`config.mk`:
```
export PLATFORM = sky130hd
export DESIGN_NAME = sample_scheduler_flat
export DESIGN_NICKNAME = d
export VERILOG_FILES = /design/src/rtl/sample_scheduler_if.sv /design/src/rtl/sample_scheduler.sv /design/src/flat_wrapper.sv
export SDC_FILE = /design/constraint.sdc
export NUM_CORES = 1
export LEC_CHECK = 0
export ABC_CLOCK_PERIOD_IN_PS = 6000
export CORE_MARGIN = 2
export CORE_UTILIZATION = 55
export CTS_CLUSTER_SIZE = 14
export DETAILED_ROUTE_END_ITERATION = 7
export PLACE_DENSITY = 0.75
export SLEW_MARGIN = 20
export SYNTH_ARGS = -nofsm -noshare
export SYNTH_HDL_FRONTEND = slang
export SYNTH_SLANG_ARGS = --single-unit
export TNS_END_PERCENT = 20
```
`constraint.sdc`:
```
create_clock -name clk -period 6 [get_ports clk]
set_input_delay 0.6 -clock clk [delete_from_list [all_inputs] [get_ports clk]]
set_output_delay 0.6 -clock clk [all_outputs]
set_load 0.02 [all_outputs]
```
`src/rtl/sample_scheduler_if.sv`:
```
// Decoder, modulator and controller-side signals of the sample scheduler.
interface sample_scheduler_if #(
    parameter int AW = 4
);
    logic          enable;
    logic [15:0]   rate_div;
    logic [7:0]    sample_in;
    logic          sample_valid;
    logic [7:0]    ack_data;
    logic          ack_valid;
    logic [7:0]    sample_out;
    logic          sample_strobe;
    logic [7:0]    data_tx;
    logic          tx;
    logic [AW:0]   level;
    logic          underrun;
    logic          overflow;

    modport master (
        output enable, rate_div, sample_in, sample_valid, ack_data, ack_valid,
        input  sample_out, sample_strobe, data_tx, tx, level, underrun, overflow
    );

    modport slave (
        input  enable, rate_div, sample_in, sample_valid, ack_data, ack_valid,
        output sample_out, sample_strobe, data_tx, tx, level, underrun, overflow
    );
endinterface

```
`src/rtl/sample_scheduler.sv`:
```
// Buffers decoder samples and releases one every rate_div clocks (registered, 1-cycle after tick);
// no backpressure on writes (full drops and flags overflow), host throttled by XOFF/XON bytes.
module sample_scheduler #(
    parameter int         AW        = 4,
    parameter int         HIGH_MARK = 12,
    parameter int         LOW_MARK  = 4,
    parameter logic [7:0] XOFF_BYTE = 8'h13,
    parameter logic [7:0] XON_BYTE  = 8'h11
) (
    input  logic              clk,
    input  logic              rst,
    sample_scheduler_if.slave bus
);
    localparam logic [1:0]  ST_IDLE    = 2'd0;
    localparam logic [1:0]  ST_PREFILL = 2'd1;
    localparam logic [1:0]  ST_RUN     = 2'd2;
    localparam logic [AW:0] FULL_LVL   = {1'b1, {AW{1'b0}}};
    localparam logic [AW:0] HI_LVL     = HIGH_MARK[AW:0];
    localparam logic [AW:0] LO_LVL     = LOW_MARK[AW:0];

    logic [1:0]    state;
    logic [15:0]   cnt;
    logic [15:0]   div_q;
    logic [7:0]    mem [0:(1<<AW)-1];
    logic [AW-1:0] wr_ptr;
    logic [AW-1:0] rd_ptr;
    logic [AW:0]   count;
    logic          xoff_sent;
    logic          pend_vld;
    logic [7:0]    pend_byte;
    logic [7:0]    sample_out_q;
    logic          strobe_q;
    logic [7:0]    data_tx_q;
    logic          tx_q;
    logic          underrun_q;
    logic          overflow_q;

    logic [15:0]   div_eff;
    logic          empty;
    logic          full;
    logic          tick;
    logic          pop;
    logic          push;
    logic [AW:0]   count_nxt;
    logic          flow_vld;
    logic [7:0]    flow_byte;
    logic          xoff_nxt;
    logic          pend_vld_eff;
    logic [7:0]    pend_byte_eff;

    assign div_eff = (bus.rate_div < 16'd2) ? 16'd1 : bus.rate_div;

    always_comb begin
        empty     = (count == '0);
        full      = (count == FULL_LVL);
        tick      = bus.enable && (state == ST_RUN) && (cnt == div_q - 16'd1);
        pop       = tick && !empty;
        // A pop in the same cycle frees the slot, so a full FIFO still takes the write.
        push      = bus.enable && (state != ST_IDLE) && bus.sample_valid && (!full || pop);
        count_nxt = count + {{AW{1'b0}}, push} - {{AW{1'b0}}, pop};

        flow_vld  = 1'b0;
        flow_byte = XON_BYTE;
        xoff_nxt  = xoff_sent;
        if (!bus.enable) begin
            if (xoff_sent) begin
                flow_vld = 1'b1;
                xoff_nxt = 1'b0;
            end
        end else if (count_nxt >= HI_LVL && !xoff_sent) begin
            flow_vld  = 1'b1;
            flow_byte = XOFF_BYTE;
            xoff_nxt  = 1'b1;
        end else if (count_nxt <= LO_LVL && xoff_sent) begin
            flow_vld = 1'b1;
            xoff_nxt = 1'b0;
        end

        // A fresh request replaces any unsent one; it may also go out this very cycle.
        pend_vld_eff  = flow_vld | pend_vld;
        pend_byte_eff = flow_vld ? flow_byte : pend_byte;
    end

    always_ff @(posedge clk) begin
        if (push) mem[wr_ptr] <= bus.sample_in;
    end

    always_ff @(posedge clk or posedge rst) begin
        if (rst) begin
            state        <= ST_IDLE;
            cnt          <= '0;
            div_q        <= 16'd1;
            wr_ptr       <= '0;
            rd_ptr       <= '0;
            count        <= '0;
            xoff_sent    <= 1'b0;
            pend_vld     <= 1'b0;
            pend_byte    <= '0;
            sample_out_q <= '0;
            strobe_q     <= 1'b0;
            data_tx_q    <= '0;
            tx_q         <= 1'b0;
            underrun_q   <= 1'b0;
            overflow_q   <= 1'b0;
        end else begin
            strobe_q  <= 1'b0;
            xoff_sent <= xoff_nxt;
            pend_byte <= pend_byte_eff;
            pend_vld  <= pend_vld_eff & bus.ack_valid;
            tx_q      <= bus.ack_valid | pend_vld_eff;
            if (bus.ack_valid) begin
                data_tx_q <= bus.ack_data;
            end else if (pend_vld_eff) begin
                data_tx_q <= pend_byte_eff;
            end

            if (!bus.enable) begin
                state      <= ST_IDLE;
                cnt        <= '0;
                wr_ptr     <= '0;
                rd_ptr     <= '0;
                count      <= '0;
                underrun_q <= 1'b0;
                overflow_q <= 1'b0;
            end else begin
                count <= count_nxt;
                if (push) wr_ptr <= wr_ptr + AW'(1);
                if (pop) begin
                    rd_ptr       <= rd_ptr + AW'(1);
                    sample_out_q <= mem[rd_ptr];
                    strobe_q     <= 1'b1;
                end
                if (bus.sample_valid && (state != ST_IDLE) && !push) overflow_q <= 1'b1;

                case (state)
                    ST_IDLE: begin
                        state <= ST_PREFILL;
                        cnt   <= '0;
                        div_q <= div_eff;
                    end
                    ST_PREFILL: begin
                        cnt   <= '0;
                        div_q <= div_eff;
                        if (count >= LO_LVL) state <= ST_RUN;
                    end
                    ST_RUN: begin
                        if (tick) begin
                            // New divider is only picked up on a wrap.
                            cnt   <= '0;
                            div_q <= div_eff;
                            if (empty) begin
                                underrun_q <= 1'b1;
                                state      <= ST_PREFILL;
                            end
                        end else begin
                            cnt <= cnt + 16'd1;
                        end
                    end
                    default: state <= ST_IDLE;
                endcase
            end
        end
    end

    assign bus.sample_out    = sample_out_q;
    assign bus.sample_strobe = strobe_q;
    assign bus.data_tx       = data_tx_q;
    assign bus.tx            = tx_q;
    assign bus.level         = count;
    assign bus.underrun      = underrun_q;
    assign bus.overflow      = overflow_q;
endmodule

```
`src/flat_wrapper.sv`:
```
// flat-port wrapper written by rule: the top's interface ports become plain ports
module sample_scheduler_flat 
#(
    parameter int         AW        = 4,
    parameter int         HIGH_MARK = 12,
    parameter int         LOW_MARK  = 4,
    parameter logic [7:0] XOFF_BYTE = 8'h13,
    parameter logic [7:0] XON_BYTE  = 8'h11
)
  (clk, rst, bus_enable, bus_rate_div, bus_sample_in, bus_sample_valid, bus_ack_data, bus_ack_valid, bus_sample_out, bus_sample_strobe, bus_data_tx, bus_tx, bus_level, bus_underrun, bus_overflow);
  sample_scheduler_if #(.AW(AW)) bus_i ();
  input  logic clk;
  input  logic rst;
  input wire logic [$bits(bus_i.enable)-1:0] bus_enable;
  input wire logic [$bits(bus_i.rate_div)-1:0] bus_rate_div;
  input wire logic [$bits(bus_i.sample_in)-1:0] bus_sample_in;
  input wire logic [$bits(bus_i.sample_valid)-1:0] bus_sample_valid;
  input wire logic [$bits(bus_i.ack_data)-1:0] bus_ack_data;
  input wire logic [$bits(bus_i.ack_valid)-1:0] bus_ack_valid;
  output wire logic [$bits(bus_i.sample_out)-1:0] bus_sample_out;
  output wire logic [$bits(bus_i.sample_strobe)-1:0] bus_sample_strobe;
  output wire logic [$bits(bus_i.data_tx)-1:0] bus_data_tx;
  output wire logic [$bits(bus_i.tx)-1:0] bus_tx;
  output wire logic [$bits(bus_i.level)-1:0] bus_level;
  output wire logic [$bits(bus_i.underrun)-1:0] bus_underrun;
  output wire logic [$bits(bus_i.overflow)-1:0] bus_overflow;
  assign bus_i.enable = bus_enable;
  assign bus_i.rate_div = bus_rate_div;
  assign bus_i.sample_in = bus_sample_in;
  assign bus_i.sample_valid = bus_sample_valid;
  assign bus_i.ack_data = bus_ack_data;
  assign bus_i.ack_valid = bus_ack_valid;
  assign bus_sample_out = bus_i.sample_out;
  assign bus_sample_strobe = bus_i.sample_strobe;
  assign bus_data_tx = bus_i.data_tx;
  assign bus_tx = bus_i.tx;
  assign bus_level = bus_i.level;
  assign bus_underrun = bus_i.underrun;
  assign bus_overflow = bus_i.overflow;
  sample_scheduler #(.AW(AW), .HIGH_MARK(HIGH_MARK), .LOW_MARK(LOW_MARK), .XOFF_BYTE(XOFF_BYTE), .XON_BYTE(XON_BYTE)) u_core (.clk(clk), .rst(rst), .bus(bus_i));
endmodule
```
==> metrics, run 1 <==
status=finished clean; Tcrit/Tclk final=89.5%; CP endpoint kind=register; Remaining DRCs=0; Via density=between 5 and 6; Post-CTS Setup Bufs=0; CTS root buf=clkbuf_16; syn_nets=683; Peak VDD IR=roughly 0.00037 V; final setup fails=0; antenna violations before repair=0; HP Class=in -> async; worst r2r dst=u_core.bus.data_tx[1]$_DFFE_PP0P_; DR iter-0 viols=approximately 340; drt pass-1 iters=4; final antenna diode count=0; CP Class=reg -> reg; CORE AREA=about 17000 um^2; GPL Wtd Cong=0.809; wire per inst=20.9 um; share of cells above drive strength 1=between 10% and 20%; via count=5505; final instance area=10900 um^2; fin nets=about 740; power consumption=3.81 mW; CTS Buffer Depth=3; post-route met1 wirelength=8330 um; CP required=roughly 6400 ps; # H-tree levels=1; Hold Slack=438 ps; FF-to-FF path depth=22; RSZ-0062 raised after global routing=no; Worst-Skew Late Latency=520 ps; Post-Place Cell Area=10000 um^2; Final Hold Fails=0; Syn Area/Cell=between 10 and 15 um^2; post-synthesis sequential area ratio=62.3%; row count=between 40 and 50; crit path time final=5370 ps; Slew @ Worst Pin=1100 ps; crit start category=register; Max Clk Rate=186 MHz; total clock sinks=roughly 200; I/O pin count=62; Reg-to-Reg Start=u_core.div_q[1]$_DFFE_PP0P_; Post-synth EDFFs=about 130; DP HPWL=roughly 13000 um; CP max stage delay=around 610 ps; CTS Buf Count=23; Synth Flop Type=edfxtp_1; Worst Setup SP=u_core.div_q[1]$_DFFE_PP0P_; routed wl met3=about 1100 um; max-slew violation count=0; die outline area=around 18000 um^2; Overflow after GRT=0; global-route wire length before repair=31200 um; P_leak=3.84 nW; DRT antenna net count=0; Slowest cell on crit path=or4b_2; worst rel slew slack=about a quarter; Die X=134 um; top sig layer=met4; synthesized flop and latch total=205; critical path arrival=just under 6000 ps; Mapped Cells=approximately 630; Netlist cell types=72; Met2 Wirelength=9500 um; Reg clk slew, reported paths=roughly 60 ps; Synth area leaders=edfxtp_1 42%, dfrtp_1 21%, mux4_2 9.7%; CP cell instances=inv_1, ha_1, or4b_4, or4b_1, a211oi_1, a211o_2, o2111a_2, nand2_2, or2_1, nand2_1, ha_1, inv_1, fa_1, nand2b_1, a21oi_1, or3_1, o211ai_1, a21oi_1, a31oi_1, buf_4, or4b_2, o211ai_1; cell area after synthesis=9260 um^2; Initial Util=56.0%; area leader, netlist=edfxtp_1; I/O Buffers=61; TritonCTS clock tree=done; Die Y=134 um; setup TNS=0 ps; largest net degree at the start of global routing=slightly below 80; top cell type's share of synthesized area=about two fifths; final WL=19400 um; Pwr Density=350 nW/um^2; largest fanout on the critical path=18; Layout area overhead=17.5%; vias in the first global route=5682; asr flop ratio synth=a little under two fifths; hold buffers post-CTS=0; Overall Global Routing Usage=approximately 23%; worst reg2reg setup slack=630 ps; final setup skew=11.7 ps; max cap viols=0; Ys Warns=0; post_cts resized=0
worst max-delay path by stage:
stage / end / slack (ps) / cells past startpoint
4_1_cts: u_core.bus.data_tx[1]$_DFFE_PP0P_ / 660 / 22
3_3_place_gp: u_core.bus.data_tx[1]$_DFFE_PP0P_ / 880 / 22
2_1_floorplan: u_core.bus.data_tx[1]$_DFFE_PP0P_ / 960 / 22
5_1_grt: u_core.bus.data_tx[1]$_DFFE_PP0P_ / 220 / 21
6_report: u_core.bus.data_tx[1]$_DFFE_PP0P_ / 630 / 22
3_5_place_dp: u_core.bus.data_tx[1]$_DFFE_PP0P_ / 700 / 22
metal layers:
metal	track usage, %	vias up
li1	-	2513
met1	31.6	2773
met2	37.3	179
met3	3.92	40
met4	6.74	0
met5	0	-
cells in the mapped netlist (5+ instances only):
library cell and number:
nand2_1 36, a211oi_1 5, o21ai_0 11, xnor2_1 26, clkbuf_1 17, nor3_1 31
ha_1 13, inv_1 28, and2_1 5, nand4_1 6, mux2i_1 9, buf_1 8
mux2_2 10, a21oi_1 8, mux4_2 40, nor2b_1 11, or3_1 9, nand3_1 12
mux2_4 9, nor4_1 8, o31ai_1 6, dfrtp_1 76, xor2_1 11, edfxtp_1 128
nor2_1 31, buf_2 5
layout by cell type, fill, tap and decap left out, drive strengths merged, types with 5 or more instances in the layout:
cell type      Yosys  layout
nor2              31      31
inv               28      28
nand4              6       6
mux2i              9       9
nand3             13      13
or3                9       9
xnor2             26      26
dfrtp             76      76
and2               6       6
clkdlybuf4s50      0      61
nor3              32      32
edfxtp           128     128
ha                13      13
clkbuf            17      28
o31ai              7       7
mux4              40      40
nor4              11      11
nand2             37      37
clkinv             0       7
o21ai             13      13
buf               17       6
nor2b             11      11
a21oi              8       8
mux2              23      23
xor2              11      11
a211oi             5       5
stage by stage:
stage | instances | util (%) | setup WS, ps
after floorplan | 632 | - | 955
after global placement | 884 | 60.8 | 875
after detailed placement | 884 | 60.8 | 705
after CTS | 925 | 65.7 | 662
after global routing | 926 | 65.8 | 219
final | 926 | 65.8 | 629
registers in the layout, indices dropped and copies added (netlist names), 2 cells and up:
register               flops
u_core.cnt                16
u_core.state               2
u_core.bus.level           5
u_core.div_q              16
u_core.mem               128
u_core.bus.data_tx         8
u_core.bus.sample_out      8
u_core.wr_ptr              4
u_core.pend_byte           8
u_core.rd_ptr              4
cells by family (layout without fill, tap and decap cells):
group	after synthesis	count (layout)	synth area share [%]
flip-flops	205	205	62.3
AND/OR/NAND/NOR	178	178	10.4
multiplexers	72	72	13.9
AO/OA/AOI/OAI	64	64	5.01
buffers and inverters	62	136	2.86
XOR/XNOR	37	37	3.50
adder cells (fa/ha/maj)	14	14	1.97
critical path: cells and delay by family, from the launching register on:
| family | cells | cell delay, ps |
|---|---|---|
| adder cells (fa/ha/maj) | 3 | 810 |
| AO/OA/AOI/OAI | 8 | 1320 |
| AND/OR/NAND/NOR | 8 | 2400 |
| buffers and inverters | 3 | 340 |
| flip-flops | 1 | 410 |
where the power goes:
group          leakage (nW)  switching, mW  internal [mW]  total, mW
Sequential             2.15          0.116           1.59       1.71
Combinational          1.29          0.333          0.283      0.616
Clock                 0.393          0.562          0.917       1.48
cell type report:
cell class                      instances  area [um^2]
Sequential cell                       205         5770
Clock inverter                         13          186
Timing Repair Buffer                   67          676
Inverter                               28          106
Fill cell                            1161         5650
Clock buffer                           28          624
Multi-Input combinational cell        365         3240
Tap cell                              220          275
No activity file was read; power rests on OpenSTA's default activity.
==> inputs of run 2 (changes only) <==
CORE_UTILIZATION = 45   (was 55)
PLACE_DENSITY = not set   (was 0.75)
SETUP_SLACK_MARGIN = 0.3   (was not set)
==> run 2 against run 1 <==
Register-to-register slack better by 40 ps. Non-clock buffer count rose by 2. Critical path type unchanged. Via count fell by 1.7%. Wire length rose by 3.2%.
==> metrics, run 2 (synthesis gave the netlist of run 1 again) <==
Pwr Density=around 340 nW/um^2; CTS Buf Count=23; total clock sinks=205; routed wl met3=833 um; Tcrit/Tclk final=between 80 and 90%; HP Class=reg -> reg; CP bufs+invs=3; Util after Layout=a little over half; vias in the first global route=5640; RSZ-0062 raised after global routing=no; status=finished clean; Slowest cell on crit path=or4b_2; die outline area=about 22000 um^2; GPL Wtd Cong=0.859; Sequential Area=5770 um^2; wire per inst=20.5 um; Slew @ Worst Pin=1190 ps; Initial Util=a little under half; Die X=147 um; CP max stage delay=610 ps; CP Class=reg -> reg; final setup fails=0; switching pwr=1.00 mW; CORE AREA=20200 um^2; most frequent cells in the layout=128 x edfxtp_1, 75 x dfrtp_1, 61 x clkdlybuf4s50_1; fin nets=743; CP endpoint kind=register; # H-tree levels=1; Met2 Wirelength=9570 um; critical path arrival=roughly 5800 ps; placed cell count=934; power consumption=roughly 3.7 mW; Reg clk slew, reported paths=50 ps; P_leak=3.81 nW; Overflow after GRT=0; Final Hold Fails=0; DR iter-0 viols=260; max-slew violation count=0; top sig layer=met4; Hold Slack=473 ps; crit start category=register; Multi-input gate area=3250 um^2; Fill cells=1672; final antenna diode count=0; Comb pwr share=between 15 and 20%; hold buffers post-CTS=0; Via density=5.54; Worst path top cell family by delay=simple AND/OR/NAND/NOR gates; final cell count without fillers=978; Reg power frac=about 46%; post-route met1 wirelength=9050 um; largest fanout on the critical path=18; internal power=2.69 mW; via count=5414; Max Clk Rate=188 MHz; antenna violations before repair=0; TritonCTS clock tree=done; largest net degree at the start of global routing=78; setup TNS=0 ps; most common cell after layout, fill and taps aside=edfxtp_1; final WL=between 20000 and 25000 um; global-route wire length before repair=31600 um; crit path time final=between 5000 and 6000 ps; I/O pin count=62; Remaining DRCs=0; Worst-Skew Late Latency=520 ps; Top Registers=u_core.mem: 128 flops, u_core.cnt: 16 flops, u_core.div_q: 16 flops; row count=52; worst rel slew slack=between 20% and 30%; Layout area overhead=17.6%; switching share of power=between 20% and 30%; share of cells above drive strength 1=approximately 18%; max FFs per register=128; DRT antenna net count=0; CTS Buffer Depth=3; max cap viols=0; Die Y=147 um; Overall Global Routing Usage=between 10% and 20%; drt pass-1 iters=4; CP cell instances=inv_1, ha_2, or4b_4, or4b_1, a211oi_1, a211o_2, o2111a_2, nand2_2, or2_1, nand2_1, ha_1, inv_1, fa_1, nand2b_1, a21oi_1, or3_1, o211ai_1, a21oi_1, a31oi_1, buf_4, or4b_2, o211ai_1; final setup skew=12.5 ps; CTS root buf=clkbuf_16; I/O Buffers=61; power share of the clock group=36.9%; DP HPWL=13000 um; Biggest register=u_core.mem; CP required=6430 ps; Peak VDD IR=0.000233 V
-- run 2: changes by cell type in the layout (fill, tap and decap cells not counted), sizes merged --
cell	before	now
buf	6	8
clkbuf	28	30
bufinv	4	2
clkinvlp	2	1
clkinv	7	8
-- run 2: layout make-up --
cell class | count | share of cell area (%)
inverters | 28 | 0.977
repair buffers | 69 | 6.34
well taps | 270 | 3.10
clock inverters | 11 | 1.09
clock buffers | 30 | 5.62
multi-input cells | 365 | 29.8
flip-flops and latches | 205 | 53.0
-- run 2: worst reg2reg max path: stages (launching register included) --
cell	delay (ps)
dfrtp_1	420
inv_1	70
ha_2	210
or4b_4	520
or4b_1	520
a211oi_1	220
a211o_2	170
o2111a_2	260
nand2_2	80
or2_1	250
nand2_1	70
ha_1	160
inv_1	60
fa_1	420
nand2b_1	170
a21oi_1	160
or3_1	160
o211ai_1	140
a21oi_1	190
a31oi_1	60
buf_4	210
or4b_2	610
o211ai_1	110
-- run 2: path summary, 6_finish.rpt --
path                                               start                                 to  slack, ps  cells past startpoint
max in group asynchronous                            rst       u_core.rd_ptr[0]$_DFFE_PP0P_       4910                      4
hold / removal             u_core.pend_byte[0]$_DFF_PP0_      u_core.pend_byte[0]$_DFF_PP0_        470                      1
hold reg to reg            u_core.pend_byte[0]$_DFF_PP0_      u_core.pend_byte[0]$_DFF_PP0_        470                      1
min in group asynchronous                            rst      u_core.bus.level[2]$_DFF_PP0_        510                      3
setup / recovery             u_core.div_q[1]$_DFFE_PP0P_  u_core.bus.data_tx[1]$_DFFE_PP0P_        670                     22
setup reg to reg             u_core.div_q[1]$_DFFE_PP0P_  u_core.bus.data_tx[1]$_DFFE_PP0P_        670                     22
-- run 2: power groups by stage --
stage	Clock (mW)	Sequential, mW	Combinational (mW)
floorplan	0	1.71	0.447
global placement	0	1.73	0.597
detailed placement	0	1.74	0.612
CTS	1.39	1.71	0.616
global route	1.45	1.73	0.681
finish	1.36	1.71	0.616
-- run 2: per-layer routing --
layer	vias to the layer above	track usage, %
met5	-	0
met4	0	5.87
met3	44	2.78
met2	125	31.0
met1	2737	26.4
li1	2508	-
-- run 2: through the flow --
stage / cell area, um^2 / worst slack (ps)
after CTS: 10800 / 371
after global routing: 10900 / 307
after global placement: 10100 / 610
after floorplan: 9260 / 955
final: 10900 / 670
after detailed placement: 10100 / 397
-- run 2: repair_timing --
action                                  4_1_cts  5_1_grt
setup buffers                                 0        2
endpoints found under the setup margin        0        2
resized for setup                             0        2
==> inputs of run 3 (changes only) <==
ABC_AREA = 1   (was not set)
ABC_CLOCK_PERIOD_IN_PS = 6200   (was 6000)
PLACE_DENSITY_LB_ADDON = 0.05   (was not set)
clock period = 6.2 ns   (was 6 ns; I/O delays follow)
==> run 3 against run 2 <==
Clock-buffer cell count increased by 4. Flip-flop and latch count unchanged. Core utilization decreased by 0.26 points. Sequential share of layout area fell by 1.6 points. Combinational power grew 11%. Critical endpoint is now u_core.bus.data_tx[4]$_DFFE_PP0P_. Largest cell class unchanged. Largest power group unchanged.
==> metrics, run 3 <==
I/O Buffers=61; Post-synth EDFFs=128; Layout area overhead=17.2%; power consumption=3.60 mW; Peak VDD IR=0.000234 V; share of cells above drive strength 1=9.20%; I/O pin count=62; Remaining DRCs=0; Post-CTS Setup Bufs=0; top cell type's share of synthesized area=40.1%; Post-Place Cell Area=10500 um^2; post-synthesis sequential area ratio=60.3%; HP Class=reg -> reg; GR Util met3=2.77%; Netlist cell types=37; hold buffers post-CTS=0; antenna violations before repair=0; crit start category=register; max-slew violation count=0; Syn Area/Cell=a little under 10 um^2; wire per inst=16.9 um; Hold Slack=462 ps; Pwr Density=320 nW/um^2; placed cell count=1279; Final Hold Fails=0; synth cell count leaders=169 x nand2_1, 129 x nor2_1, 128 x edfxtp_1, 94 x inv_1, 88 x o21ai_0; Ys Warns=0; largest fanout on the critical path=21; final instance area=11200 um^2; CORE AREA=21000 um^2; CP Class=reg -> reg; Synth area leaders=edfxtp_1 40%, dfrtp_1 20%, nand2_1 6.6%; global-route wire length before repair=about 36000 um; Slew @ Worst Pin=~1000 ps; status=finished clean; Reg clk slew, reported paths=~60 ps; final cell count without fillers=about 1.3k; max cap viols=0; drt pass-1 iters=5; final WL=roughly 22000 um; largest net degree at the start of global routing=78; TritonCTS clock tree=done; asr flop ratio synth=37.6%; Overall Global Routing Usage=between 20 and 25%; DR iter-0 viols=323; max FFs per register=between 100 and 150; cell area after synthesis=9580 um^2; DRT antenna net count=0; final antenna diode count=0; row count=53; CP endpoint kind=register; # H-tree levels=1; RSZ-0062 raised after global routing=no; Slowest cell on crit path=dfstp_2; Die Y=150 um; Tcrit/Tclk final=approximately three quarters; worst rel slew slack=32.8%; Final WS setup=1630 ps; Critical Path Most Common Cell=nand2_1; post_cts resized=0; area leader, netlist=edfxtp_1; total clock sinks=205; Place WS=approximately 1200 ps; Max Clk Rate=between 200 and 250 MHz; die outline area=22500 um^2; DP HPWL=between 10000 and 15000 um; CP max stage delay=560 ps; setup TNS=0 ps; Util after Layout=53.5%; CTS Buf Count=23; Biggest register=u_core.mem; Die X=150 um; synthesized flop and latch total=205; Synth Flop Type=edfxtp_1; CTS root buf=clkbuf_16; final setup fails=0; most numerous cell in the Yosys netlist=nand2_1; fin nets=1080; Overflow after GRT=0; P_leak=4.47 nW; Mapped Cells=967; met2 GRT Util=34.6%; Fill cells=1944; CP required=6630 ps; Worst-Skew Late Latency=500 ps; vias in the first global route=6629; crit path time final=4570 ps; CTS Buffer Depth=3; GR peak layer=met2; syn_nets=1018; final setup skew=12.8 ps; Via density=5.19; GPL Wtd Cong=around 0.8; most common cell after layout, fill and taps aside=nand2_1; Initial Util=45.7%; Top Registers=u_core.mem: 128 flops, u_core.cnt: 16 flops, u_core.div_q: 16 flops; most frequent cells in the layout=169 x nand2_1, 129 x nor2_1, 128 x edfxtp_1; critical path arrival=5010 ps; via count=6845; M1 GR Usage=about 28%
==> run 3: kinds of logic after synthesis <==
kind of cell / Yosys count / share of synthesized area [%]
simple gates: 430 / 20.7
flops: 205 / 60.3
compound gates: 157 / 8.87
buf+inv: 132 / 5.64
xor+xnor: 29 / 2.65
fa+ha+maj: 14 / 1.91
==> run 3: final timing paths <==
kind	start	end	slack, ps	depth (start not counted)
min	u_core.pend_byte[4]$_DFF_PP0_	u_core.pend_byte[4]$_DFF_PP0_	460	2
min in group asynchronous	rst	u_core.xoff_sent$_DFFE_PP0P_	640	3
max in group asynchronous	rst	u_core.rd_ptr[0]$_DFFE_PP0P_	5040	3
min reg2reg	u_core.pend_byte[4]$_DFF_PP0_	u_core.pend_byte[4]$_DFF_PP0_	460	2
max	u_core.div_q[0]$_DFFE_PP1P_	u_core.bus.data_tx[4]$_DFFE_PP0P_	1630	29
max reg2reg	u_core.div_q[0]$_DFFE_PP1P_	u_core.bus.data_tx[4]$_DFFE_PP0P_	1630	29
==> run 3: worst max-delay path, delay by kind of cell, from the launching register on <==
family	cells	cell delay, ps
flip-flops	1	560
buffers and inverters	6	630
XOR/XNOR	1	250
adder cells (fa/ha/maj)	3	840
AO/OA/AOI/OAI	1	250
AND/OR/NAND/NOR	18	1990
==> run 3: routing by layer <==
layer / vias to the layer above / wire length, um
met5: - / 0
met4: 0 / 428
met3: 26 / 955
met2: 132 / 11000
met1: 3298 / 9960
li1: 3389 / -
==> run 3: cell type report <==
| type | count | area [um^2] | share of cell area, % |
|---|---|---|---|
| Clock buffer | 34 | 658 | 5.87 |
| Clock inverter | 6 | 56.3 | 0.502 |
| Inverter | 98 | 369 | 3.29 |
| Multi-Input combinational cell | 630 | 3330 | 29.7 |
| Sequential cell | 205 | 5770 | 51.5 |
| Tap cell | 275 | 344 | 3.07 |
| Timing Repair Buffer | 71 | 689 | 6.14 |
==> run 3: power breakdown <==
group | switching (mW) | total, mW | internal [mW]
combinational | 0.451 | 0.685 | 0.233
clock | 0.521 | 1.29 | 0.774
sequential | 0.0735 | 1.62 | 1.54
total | 1.05 | 3.60 | 2.55
